File: src/rtl/xs_if.sv
// xs_if: bundle for the s/x/g start-count-acknowledge initiator.
//   go, n_high : software start request and programmed x-high count
//   g          : acknowledge from the responder
//   s, x       : start pulse and count-enable stream to the responder
//   busy, done : transaction in flight / one-cycle end-of-transaction pulse
//   pass, fail : sticky result of the last transaction
//   sent       : x-high cycles emitted so far
// master = the generator, slave = whoever drives go/n_high/g.
interface xs_if #(
    parameter int CNT_W = 5
) ();
    logic             go;
    logic [CNT_W-1:0] n_high;
    logic             g;
    logic             s;
    logic             x;
    logic             busy;
    logic             done;
    logic             pass;
    logic             fail;
    logic [CNT_W-1:0] sent;

    modport master (
        input  go, n_high, g,
        output s, x, busy, done, pass, fail, sent
    );

    modport slave (
        output go, n_high, g,
        input  s, x, busy, done, pass, fail, sent
    );
endinterface

File: src/rtl/xs_stim_gen.sv
// xs_stim_gen: initiator for the s/x/g interface.
// On go (IDLE only) it pulses s for one cycle, emits n_high x-high cycles
// in runs of at most RUN_LEN separated by single x-low gaps, then waits up
// to TMO cycles for g. done pulses once at the end with pass or fail held.
// Ports:
//   clk   : rising-edge clock
//   reset : asynchronous active-high reset
//   bus   : xs_if.master (go, n_high, g in; s, x, busy, done, pass, fail, sent out)
// All outputs are flops; s/x/busy/done are registered from the next state
// so they line up with the state they describe.
module xs_stim_gen #(
    parameter int CNT_W   = 5,
    parameter int RUN_LEN = 4,
    parameter int TMO     = 8
) (
    input logic  clk,
    input logic  reset,
    xs_if.master bus
);
    localparam logic [2:0] IDLE   = 3'd0;
    localparam logic [2:0] START  = 3'd1;
    localparam logic [2:0] RUN    = 3'd2;
    localparam logic [2:0] GAP    = 3'd3;
    localparam logic [2:0] WAIT_G = 3'd4;
    localparam logic [2:0] FIN    = 3'd5;

    localparam logic [3:0] RUN_LAST = 4'(RUN_LEN - 1);
    localparam logic [7:0] TMO_LAST = 8'(TMO - 1);

    logic [2:0]       state, nxt;
    logic [CNT_W-1:0] n_lat;
    logic [CNT_W-1:0] sent_r;
    logic [3:0]       run_cnt;
    logic [7:0]       tmo_cnt;
    logic             last_hi;
    logic             run_full;
    logic             tmo_hit;

    // last_hi has priority over run_full so no gap trails the final high cycle
    assign last_hi  = (sent_r == n_lat - CNT_W'(1));
    assign run_full = (run_cnt == RUN_LAST);
    assign tmo_hit  = (tmo_cnt == TMO_LAST);

    always_comb begin
        nxt = state;
        case (state)
            IDLE:    if (bus.go) nxt = START;
            START:   nxt = (n_lat != '0) ? RUN : WAIT_G;
            RUN: begin
                if (last_hi)       nxt = WAIT_G;
                else if (run_full) nxt = GAP;
            end
            GAP:     nxt = RUN;
            WAIT_G:  if (bus.g || tmo_hit) nxt = FIN;
            FIN:     nxt = IDLE;
            default: nxt = IDLE;
        endcase
    end

    always_ff @(posedge clk or posedge reset) begin
        if (reset) begin
            state    <= IDLE;
            n_lat    <= '0;
            sent_r   <= '0;
            run_cnt  <= '0;
            tmo_cnt  <= '0;
            bus.s    <= 1'b0;
            bus.x    <= 1'b0;
            bus.busy <= 1'b0;
            bus.done <= 1'b0;
            bus.pass <= 1'b0;
            bus.fail <= 1'b0;
        end else begin
            state    <= nxt;
            bus.s    <= (nxt == START);
            bus.x    <= (nxt == RUN);
            bus.busy <= (nxt != IDLE);
            bus.done <= (nxt == FIN);
            case (state)
                IDLE: begin
                    if (bus.go) begin
                        n_lat    <= bus.n_high;
                        sent_r   <= '0;
                        run_cnt  <= '0;
                        tmo_cnt  <= '0;
                        bus.pass <= 1'b0;
                        bus.fail <= 1'b0;
                    end
                end
                RUN: begin
                    sent_r  <= sent_r + CNT_W'(1);
                    run_cnt <= (last_hi || run_full) ? 4'd0 : run_cnt + 4'd1;
                end
                WAIT_G: begin
                    // saturating: never wraps back into a fresh window
                    if (tmo_cnt != 8'hFF) tmo_cnt <= tmo_cnt + 8'd1;
                    if (bus.g)        bus.pass <= 1'b1;
                    else if (tmo_hit) bus.fail <= 1'b1;
                end
                default: ;
            endcase
        end
    end

    assign bus.sent = sent_r;
endmodule
File: src/flat_wrapper.sv
// flat-port wrapper written by rule: the top's interface ports become plain ports
module xs_stim_gen_flat 
#(
    parameter int CNT_W   = 5,
    parameter int RUN_LEN = 4,
    parameter int TMO     = 8
)
  (clk, reset, bus_go, bus_n_high, bus_g, bus_s, bus_x, bus_busy, bus_done, bus_pass, bus_fail, bus_sent);
  xs_if #(.CNT_W(CNT_W)) bus_i ();
  input logic clk;
  input logic reset;
  input wire logic [$bits(bus_i.go)-1:0] bus_go;
  input wire logic [$bits(bus_i.n_high)-1:0] bus_n_high;
  input wire logic [$bits(bus_i.g)-1:0] bus_g;
  output wire logic [$bits(bus_i.s)-1:0] bus_s;
  output wire logic [$bits(bus_i.x)-1:0] bus_x;
  output wire logic [$bits(bus_i.busy)-1:0] bus_busy;
  output wire logic [$bits(bus_i.done)-1:0] bus_done;
  output wire logic [$bits(bus_i.pass)-1:0] bus_pass;
  output wire logic [$bits(bus_i.fail)-1:0] bus_fail;
  output wire logic [$bits(bus_i.sent)-1:0] bus_sent;
  assign bus_i.go = bus_go;
  assign bus_i.n_high = bus_n_high;
  assign bus_i.g = bus_g;
  assign bus_s = bus_i.s;
  assign bus_x = bus_i.x;
  assign bus_busy = bus_i.busy;
  assign bus_done = bus_i.done;
  assign bus_pass = bus_i.pass;
  assign bus_fail = bus_i.fail;
  assign bus_sent = bus_i.sent;
  xs_stim_gen #(.CNT_W(CNT_W), .RUN_LEN(RUN_LEN), .TMO(TMO)) u_core (.clk(clk), .reset(reset), .bus(bus_i));
endmodule
File: config.mk
export PLATFORM = sky130hd
export DESIGN_NAME = xs_stim_gen_flat
export DESIGN_NICKNAME = d
export VERILOG_FILES = /design/src/rtl/xs_if.sv /design/src/rtl/xs_stim_gen.sv /design/src/flat_wrapper.sv
export SDC_FILE = /design/constraint.sdc
export NUM_CORES = 1
export LEC_CHECK = 0
export ABC_AREA = 1
export BUFFER_PORTS_ARGS = -buffer_cell sky130_fd_sc_hd__buf_4
export CAP_MARGIN = 20
export CORE_ASPECT_RATIO = 1.5
export CORE_MARGIN = 3
export CORE_UTILIZATION = 61
export CTS_CLUSTER_DIAMETER = 100
export DETAILED_ROUTE_END_ITERATION = 8
export GPL_TIMING_DRIVEN = 0
export PLACE_DENSITY_LB_ADDON = 0.3
export SLEW_MARGIN = 20
export SYNTH_ARGS = -nofsm -noshare
export SYNTH_HDL_FRONTEND = slang
export SYNTH_SLANG_ARGS = --single-unit
File: constraint.sdc
create_clock -name clk -period 3.8 [get_ports clk]
set_input_delay 0.76 -clock clk [delete_from_list [all_inputs] [get_ports clk]]
set_output_delay 0.76 -clock clk [all_outputs]
set_load 0.1 [all_outputs]
==> metrics.cfg <==
[status]
status=complete, no violations

[worst_setup_path]
slowest_delay_ns=0.46
path_cells=buf_4
crit_path_max_fanout=7
required_ns=3.04
critPathBufInv=1
end_kind=output port
cp_top_family=flip-flops
cp_slowest_cell=dfrtp_1
critical_path_class=reg -> out
start_kind=register
crit_arrival_ns=1.13

[detailed_routing]
drt_first_pass_iters=5
via_per_inst=5.30
first_iter_violations=46
ant_nets=0
wl_mm=3.32
post_drt_wl_per_cell_um=12.2
vias=1441
drc=0

[global_routing]
grt.total_usage=0.221
grt_pass1_vias=1487
grt_first_pass_wirelength_mm=6.02
grt_max_degree=32
grt_overflow=0
antenna_found_initial=0

[synthesis]
ys_ff_latch=31
synth-main-ff-cell=dfrtp_1
synthAdderAreaFrac=0.0294
ys_types=29
async_flop_share=1.00
synthesis.area_sq_mm=0.00170
post-synth-top-area-cell=dfrtp_1
synth_top_family_by_area=simple AND/OR/NAND/NOR gates
synth_top_area_frac=0.456
syn_inst=210
synth_edf_count=0
synth-simple-area-share=0.300
syn_avg_cell_area_sq_um=8.10
synth-compound-area-share=0.0846
synthXorXnorAreaFrac=0.0412
syn_nets=223
synth.area.top_cells=dfrtp_1 46%, nand2_1 12%, inv_1 6.6%
ys_warn_count=0
synthMuxAreaShare=0
ys_seq_area_frac=0.456

[hold_path]
hold_path_class=in -> async

[timing]
slew_headroom=0.576
finalClockSkew_ns=0.0110
fin_tns_setup_ns=0
hold_viol=0
tightest_slew_ns=0.635
finalSetupViolCount=0
hold_ws_ns=0.492
rsz0062_at_grt=no
min_period_over_period=0.498
min_period_ns=1.89
fmax_ghz=0.529
drv_slew=0

[place]
place_congestion=0.821
dp.cells=265
dpl.hpwl_mm=2.57
numPortBuffers=19

[layout]
final_common_cell=nand2_1
final_nets=249
final_core_utilization=0.760
fin_cells=272
antenna_cells=0
area_delta_synth_final_pct=14.3
mostFrequentLayoutCells=53 x nand2_1, 31 x dfrtp_1, 29 x inv_1, 19 x buf_4, 16 x nor2_1
drive_above_1_share=0.220

[cts]
clk_transition_reported_paths_ns=0.10
clockRootBuffer=clkbuf_4
cts_buffers=5
holdBufCountCts=0
cts.sinks=31
clock_latency_ns=0.34
postCtsSetupBuffers=0
htree_levels=2
cts_resized=0
clock_path_buffers=2
cts_tree=done

[floorplanning]
fp.dieH_um=70.7
start_util=0.665
io_pins=20
die_area_sq_mm=0.00347
rows=22
core_area_sq_mm=0.00256
die_w_um=49.1

[pwr]
power_density_mw_per_mm2=916
vdd_drop_max_v=0.000643
leakage_uw=0.00101

[flow_run]
drv_cap=0

## cell families (layout without fill, tap and decap cells)
group	count (synthesis)	in the layout
DFF	31	31
AOI/OAI and AO/OA	25	25
xor gates and xnor gates	8	8
buffers and inverters	37	63
and+or+nand+nor	105	105
adders and majority gates	4	4
## routing by layer
metal / wire length (um) / vias to the layer above / global-route usage
met4: 79 / 0 / 0.104
met2: 1870 / 23 / 0.400
met1: 1250 / 694 / 0.230
met5: 0 / - / 0
met3: 122 / 9 / 0.0632
li1: - / 715 / -
## synth_stat cells (4+ instances only)
library cell and count:
xor2_1 6, dfrtp_1 31, nor2_1 16, nand2_1 53, ha_1 4, nand2_2 5, inv_1 30, inv_2 5
a21oi_1 5, nand3_1 14, o21ai_0 12
## metrics by stage
stage               setup slack (ns)  cell area (sq um)  power [uW]
floorplan                       1.95               1700        1380
global placement                1.98               1890        1550
detailed placement              2.16               1890        1590
CTS                             1.88               1950        1790
global route                    1.86               1950        1920
finish                          1.91               1950        1780
## worst register-to-register path: stages (launching register included)
cell,delay [ns]
dfrtp_1,0.40
inv_1,0.07
ha_1,0.26
inv_1,0.10
nand2_1,0.06
nand3_1,0.08
nand2_1,0.05
nor2_1,0.12
nand3_2,0.15
nand2_1,0.11
nand2_1,0.05
nand2_1,0.07
nor2_1,0.05
## path summary, 6_finish.rpt
path | slack, ns | endpoint | from | cells after the start
max | 1.91 | bus_sent[0] | u_core.bus.sent[0]$_DFFE_PP0P_ | 1
min | 0.49 | u_core.tmo_cnt[2]$_DFFE_PP0P_ | reset | 2
max reg2reg | 2.15 | u_core.bus.x$_DFF_PP0_ | u_core.n_lat[0]$_DFFE_PP0P_ | 12
min reg2reg | 0.50 | u_core.bus.pass$_DFFE_PP0P_ | u_core.bus.pass$_DFFE_PP0P_ | 2
max in group asynchronous | 2.88 | u_core.run_cnt[0]$_DFFE_PP0P_ | reset | 2
min in group clk | 0.50 | u_core.bus.pass$_DFFE_PP0P_ | u_core.bus.pass$_DFFE_PP0P_ | 2
## flip-flops by register name, summed over array words and instances, names as in the netlist
signal and count:
u_core.bus.s 1, u_core.tmo_cnt 8, u_core.state 3, u_core.n_lat 5, u_core.bus.sent 5, u_core.bus.pass 1
u_core.bus.fail 1, u_core.bus.x 1, u_core.run_cnt 4, u_core.bus.busy 1, u_core.bus.done 1
## where the power goes
part           internal, uW  switching (uW)  total, uW
sequential              448             118        566
combinational           283             736       1020
clock                  85.5             112        198
total                   816             966       1780
## layout make-up
class	instances	area (sq um)
Clock inverter	1	5.00
Fill cell	203	614
Inverter	36	140
Clock buffer	6	51.3
Sequential cell	31	776
Multi-Input combinational cell	142	774
Tap cell	36	45.0
Timing Repair Buffer	19	143
Buffer	1	11.3
Power figures use the tool's default switching activity.
